`config.mk`:
```
export PLATFORM = sky130hd
export DESIGN_NAME = irq_ctrl
export DESIGN_NICKNAME = d
export VERILOG_FILES = /design/src/rtl/irq_ctrl.sv
export SDC_FILE = /design/constraint.sdc
export NUM_CORES = 1
export LEC_CHECK = 0
export CORE_ASPECT_RATIO = 1.4
export CORE_MARGIN = 2
export CORE_UTILIZATION = 40
export DETAILED_ROUTE_END_ITERATION = 12
export PLACE_DENSITY = 0.85
export SLEW_MARGIN = 20
export SYNTH_ARGS = -nofsm -noshare
export SYNTH_HDL_FRONTEND = slang
export SYNTH_SLANG_ARGS = --single-unit
```
`constraint.sdc`:
```
create_clock -name clk -period 2.3 [get_ports clk]
set_input_delay 0.46 -clock clk [delete_from_list [all_inputs] [get_ports clk]]
set_output_delay 0.46 -clock clk [all_outputs]
set_load 0.02 [all_outputs]
```
`src/rtl/irq_ctrl.sv`:
```
// irq_ctrl: memory-mapped interrupt controller for the CPU's HWInt[7:2] inputs.
// It synchronises the device request lines and latches them as edge- or
// level-mode pending bits. It masks them and drives one registered, one-hot
// request on hwint. That request is held until the CPU acknowledges by
// writing to STAT.
//
// Ports:
//   clk     in   1   system clock, rising edge
//   reset   in   1   asynchronous, active-low
//   irq_in  in   6   device request lines (async); bit 0 = highest priority
//   PrAddr  in   32  bridge byte address
//   PrWD    in   32  bridge write data
//   PrWe    in   1   bridge write enable
//   PrRD    out  32  combinational read data (0 outside the window)
//   hwint   out  6   one-hot request, bit k -> HWInt[k+2]
//
// Register map (offset from BASE):
//   0x0 MASK rw  [5:0]
//   0x4 PEND r   [5:0], write-1-to-clear on edge-mode bits
//   0x8 MODE rw  [5:0]  1 = edge, 0 = level
//   0xC STAT r   [31] active, [2:0] in-service index; any write = ACK
//
// state  | meaning
// IDLE   | nothing in service, hwint = 0, isr = 7
// ACTIVE | source isr in service, hwint follows its mask bit until ACK
module irq_ctrl #(
  parameter logic [31:0] BASE  = 32'h0000_7F20,
  parameter int          N_SRC = 6
) (
  input  logic              clk,
  input  logic              reset,
  input  logic [N_SRC-1:0]  irq_in,
  input  logic [31:0]       PrAddr,
  input  logic [31:0]       PrWD,
  input  logic              PrWe,
  output logic [31:0]       PrRD,
  output logic [N_SRC-1:0]  hwint
);

  localparam logic [2:0]       ISR_NONE = 3'd7;
  localparam logic [N_SRC-1:0] ONE      = {{(N_SRC-1){1'b0}}, 1'b1};

  typedef enum logic {IDLE, ACTIVE} state_t;

  state_t           state, stateNext;
  logic [2:0]       isr, isrNext, lowIdx;
  logic [N_SRC-1:0] hwintNext;
  logic [N_SRC-1:0] maskReg, pendReg, modeReg, pendNext;
  logic [N_SRC-1:0] s1, s2, prev;
  logic [N_SRC-1:0] req, isrOneHot, edgeSet, w1cClr, ackClr;
  logic             sel, wrEn, ack;
  logic [1:0]       regIdx;
  logic             unusedBits;

  assign unusedBits = ^{PrAddr[1:0], PrWD[31:N_SRC]};

  assign sel    = (PrAddr[31:4] == BASE[31:4]);
  assign regIdx = PrAddr[3:2];
  assign wrEn   = PrWe & sel;
  assign ack    = wrEn && (regIdx == 2'd3) && (state == ACTIVE);

  assign req       = pendReg & maskReg;
  assign isrOneHot = ONE << isr;

  // Lowest set index wins; scanning downward leaves the smallest one.
  always_comb begin
    lowIdx = ISR_NONE;
    for (int k = N_SRC - 1; k >= 0; k--) begin
      if (req[k]) lowIdx = 3'(k);
    end
  end

  // Edge-mode bits keep state and accept clears, with a same-cycle set taking
  // precedence; level-mode bits simply mirror the synchronised input.
  assign edgeSet  = s2 & ~prev;
  assign w1cClr   = (wrEn && regIdx == 2'd1) ? PrWD[N_SRC-1:0] : '0;
  assign ackClr   = ack ? isrOneHot : '0;
  assign pendNext = (modeReg & ((pendReg & ~(w1cClr | ackClr)) | edgeSet))
                  | (~modeReg & s2);

  always_ff @(posedge clk or negedge reset) begin
    if (!reset) begin
      s1      <= '0;
      s2      <= '0;
      prev    <= '0;
      pendReg <= '0;
      maskReg <= '0;
      modeReg <= '0;
    end else begin
      s1      <= irq_in;
      s2      <= s1;
      prev    <= s2;
      pendReg <= pendNext;
      if (wrEn && regIdx == 2'd0) maskReg <= PrWD[N_SRC-1:0];
      if (wrEn && regIdx == 2'd2) modeReg <= PrWD[N_SRC-1:0];
    end
  end

  always_ff @(posedge clk or negedge reset) begin
    if (!reset) begin
      state <= IDLE;
      isr   <= ISR_NONE;
      hwint <= '0;
    end else begin
      state <= stateNext;
      isr   <= isrNext;
      hwint <= hwintNext;
    end
  end

  always_comb begin
    stateNext = state;
    isrNext   = isr;
    hwintNext = '0;
    case (state)
      IDLE: begin
        if (|req) begin
          stateNext = ACTIVE;
          isrNext   = lowIdx;
          hwintNext = ONE << lowIdx;
        end
      end
      ACTIVE: begin
        if (ack) begin
          stateNext = IDLE;
          isrNext   = ISR_NONE;
        end else begin
          // Masking the in-service source silences hwint but keeps it in service.
          hwintNext = isrOneHot & maskReg;
        end
      end
      default: begin
        stateNext = IDLE;
        isrNext   = ISR_NONE;
      end
    endcase
  end

  always_comb begin
    PrRD = '0;
    if (sel) begin
      case (regIdx)
        2'd0: PrRD[N_SRC-1:0] = maskReg;
        2'd1: PrRD[N_SRC-1:0] = pendReg;
        2'd2: PrRD[N_SRC-1:0] = modeReg;
        default: begin
          PrRD[31]  = (state == ACTIVE);
          PrRD[2:0] = isr;
        end
      endcase
    end
  end

endmodule
```
==> metrics.md <==
| Metric | Value |
|---|---|
| Slew @ Worst Pin | 559 ps |
| FMAX | between 0.4 and 0.5 GHz |
| Clock Skew | between 7 and 8 ps |
| Final Worst Setup Slack | 16.3 ps |
| Largest net degree at the start of global routing | 47 |
| Pwr per Cell Area | between 500 and 600 mW/mm^2 |
| Critical Path Source Type | input port |
| First-pass GRT wire length | between 8 and 9 mm |
| P_leak | 1.57 nW |
| Chip height | approximately 94 um |
| Core Region | 0.00557 mm^2 |
| WS Path Type | in2out |
| TritonCTS Sinks | 46 |
| Slew headroom | 0.627 |
| Critical-path cell list | clkdlybuf4s50_1 -> nor4_2 -> nand3_1 -> nor2_2 -> buf_6 -> and3_4 -> buf_6 |
| CP peak stage delay | a little over 400 ps |
| Design Power | 1.60 mW |
| Worst ir drop on vdd | 0.375 mV |
| Critical Path Slowest Stage Cell | clkdlybuf4s50_1 |
| Cell Area, Synth | 0.00231 mm^2 |
| Ys async rst share | 1.00 |
| Cell repeated most along the worst path | buf_6 |
| Number of antenna violations at the first check in global routing | 0 |
| CTS tree | yes |
| Final wirelength | 5.29 mm |
| Status | completed |
| Initial Util | 0.415 |
| Detailed placement HPWL | 3.87 mm |
| Vias | 1781 |
| Syn Area/Cell | 11.4 um^2 |
| Setup TNS | 0 ps |
| CTS buffer count | 5 |
| Post-Syn Instances | approximately 200 |
| Placer Congestion | 0.848 |
| Post-place instance area | 0.00291 mm^2 |
| Vias per inst | 5.22 |
| Iteration count of the initial detailed-routing pass | 4 |
| CP Max Fanout | 6 |
| Post-route cell area | 0.00314 mm^2 |
| Worst Hold Class | in2async |
| Final min period | between 2000 and 2500 ps |
| Number of flops mapped to enable cells by yosys | 0 |
| Slew Viols, Final | 0 |
| Synth Warn # | 0 |
| Layout cell share with drive strength beyond 1 | 0.245 |
| Total GRT Usage | 0.178 |
| DRT antenna net count | 0 |
| Number of synthesized register bits | 46 |
| Final setup viols | 0 |
| Placement Setup Slack | -539 ps |
| Cts hold-fix bufs | 0 |
| Clk_lat worst skew | about 300 ps |
| Site row count | 32 |
| Fin. Hold Viols | 0 |
| Total die area | 0.00641 mm^2 |
| Crit-path leading delay family | simple AND/OR/NAND/NOR gates |
| Layout Utilization | 0.563 |
| CTS root buf | clkbuf_8 |
| Vias in the first global route | 1745 |
| Routed length per instance | 15.5 um |
| Worst EP arrival | 1820 ps |
| Seq/Total Area, Yosys | 0.499 |
| Grt ovf | 0 |
| DR DRC count | 0 |
| Filler cell count in the final layout | roughly 460 |
| Reg clk slew, reported paths | 80 ps |
| H-tree depth | 2 |
| Ports | 111 |
| Nets | ~350 |
| Port-buffer cells | 57 |
| Die width | 68.3 um |
| Diodes inserted | 0 |
| DRT iter0 DRCs | 111 |
| Synth-to-layout area growth | 35.6% |
| Required time worst endpoint | about 1800 ps |
| Tcrit/Tclk final | 0.993 |
| CTS max path bufs | 2 |
| CP Buf/Inv Count | 3 |
| Netlist cell types | 50 |
| Top FF cell, synth | dfrtp_1 |
| Crit end category | output pin |
| Max-Cap Viols | 0 |
[per-stage QoR]
| stage | hold WS [ps] | cells |
|---|---|---|
| CTS | 250 | 340 |
| floorplan | 164 | 227 |
| global route | 284 | 341 |
| finish | 224 | 341 |
| global placement | 331 | 332 |
| detailed placement | 336 | 332 |
[sequential cells by signal (all words and copies together), names as in the netlist]
name / cells
modeReg: 6
s1: 6
state: 1
pendReg: 6
isr: 3
prev: 6
hwint: 6
s2: 6
maskReg: 6
[routing by layer]
metal,GRT usage,share of wire
met1,0.208,0.37
met2,0.302,0.54
met3,0.0468,0.058
met4,0.0717,0.026
met5,0,0
[cell usage in the layout (no fill, tap or decap), types with 2 or more instances in the layout]
| cell type | synthesis | final |
|---|---|---|
| mux4_2 | 3 | 3 |
| dfstp_2 | 3 | 3 |
| a41oi_1 | 4 | 4 |
| and4bb_2 | 2 | 2 |
| nand4_1 | 9 | 9 |
| a41o_1 | 2 | 2 |
| nor4_2 | 0 | 3 |
| buf_4 | 25 | 17 |
| a21boi_0 | 3 | 3 |
| a22o_1 | 5 | 5 |
| conb_1 | 1 | 25 |
| and2_2 | 3 | 2 |
| clkbuf_8 | 0 | 5 |
| buf_6 | 2 | 5 |
| nand2_1 | 18 | 18 |
| clkdlybuf4s50_1 | 0 | 23 |
| nor3_2 | 0 | 3 |
| dfrtp_1 | 43 | 43 |
| o22ai_1 | 6 | 6 |
| dlymetal6s2s_1 | 0 | 22 |
| mux2i_1 | 3 | 3 |
| nor2_1 | 8 | 8 |
| a21oi_1 | 5 | 5 |
| nand3_1 | 5 | 5 |
| mux2_2 | 11 | 11 |
| dlygate4sd2_1 | 0 | 4 |
| inv_1 | 3 | 3 |
[synth_stat cells (2+ instances only)]
master | number | share of area
o22ai_1 | 6 | 0.016
a41o_1 | 2 | 0.0087
nand4_1 | 9 | 0.024
buf_2 | 2 | 0.0043
a22o_1 | 5 | 0.019
nor2b_1 | 2 | 0.0054
nor2_1 | 8 | 0.013
and2_2 | 3 | 0.0097
buf_4 | 25 | 0.081
a21oi_1 | 5 | 0.011
nand3_1 | 5 | 0.011
and4bb_2 | 2 | 0.011
nand2_1 | 18 | 0.029
nor4_1 | 3 | 0.0081
mux2i_1 | 3 | 0.013
dfstp_2 | 3 | 0.034
inv_1 | 3 | 0.0049
dfrtp_1 | 43 | 0.47
mux4_2 | 3 | 0.029
clkbuf_1 | 4 | 0.0065
nor3_1 | 3 | 0.0065
a21boi_0 | 3 | 0.0097
buf_6 | 2 | 0.0097
a41oi_1 | 4 | 0.015
and3_2 | 2 | 0.0065
mux2_2 | 11 | 0.054
[cell families after synthesis]
logic type / share of synthesized area
flops: 0.499
other cells: 0.00162
mux: 0.101
simple gates: 0.175
buf+inv: 0.113
compound gates: 0.110
[cell type report]
type	count	area (um^2)	share of cell area
multi-input combinational	144	1040	0.333
clock buffer	6	72.6	0.0231
tap	68	85.1	0.0271
timing repair buffer	72	729	0.233
inverter	3	11.3	0.00359
sequential	46	1150	0.368
clock inverter	2	37.5	0.0120
[worst paths after layout]
check,slack (ps),startpoint,to,depth (start not counted)
max in group asynchronous,1680,reset,isr[0]$_DFFE_PN1P_,2
min in group clk,350,s1[0]$_DFF_PN0_,s2[0]$_DFF_PN0_,0
worst max register to register,740,maskReg[3]$_DFFE_PN0P_,hwint[3]$_DFF_PN0_,5
worst max-delay path,20,PrAddr[23],PrRD[31],7
worst min-delay path,220,reset,hwint[3]$_DFF_PN0_,2
worst min register to register,350,s1[0]$_DFF_PN0_,s2[0]$_DFF_PN0_,0
[where the power goes]
| part | internal [mW] | switching (mW) |
|---|---|---|
| sequential | 0.830 | 0.0115 |
| clock | 0.324 | 0.262 |
| combinational | 0.0813 | 0.0917 |
[repair_timing]
action / 4_1_cts / 5_1_grt
setup endpoints to repair: 12 / 14
endpoints found under the hold margin: 0 / 0
gates resized for setup: 53 / 27
setup buffers: 0 / 1
pin swaps: 8 / 10
Note: power is estimated with default switching activity, not from simulation.
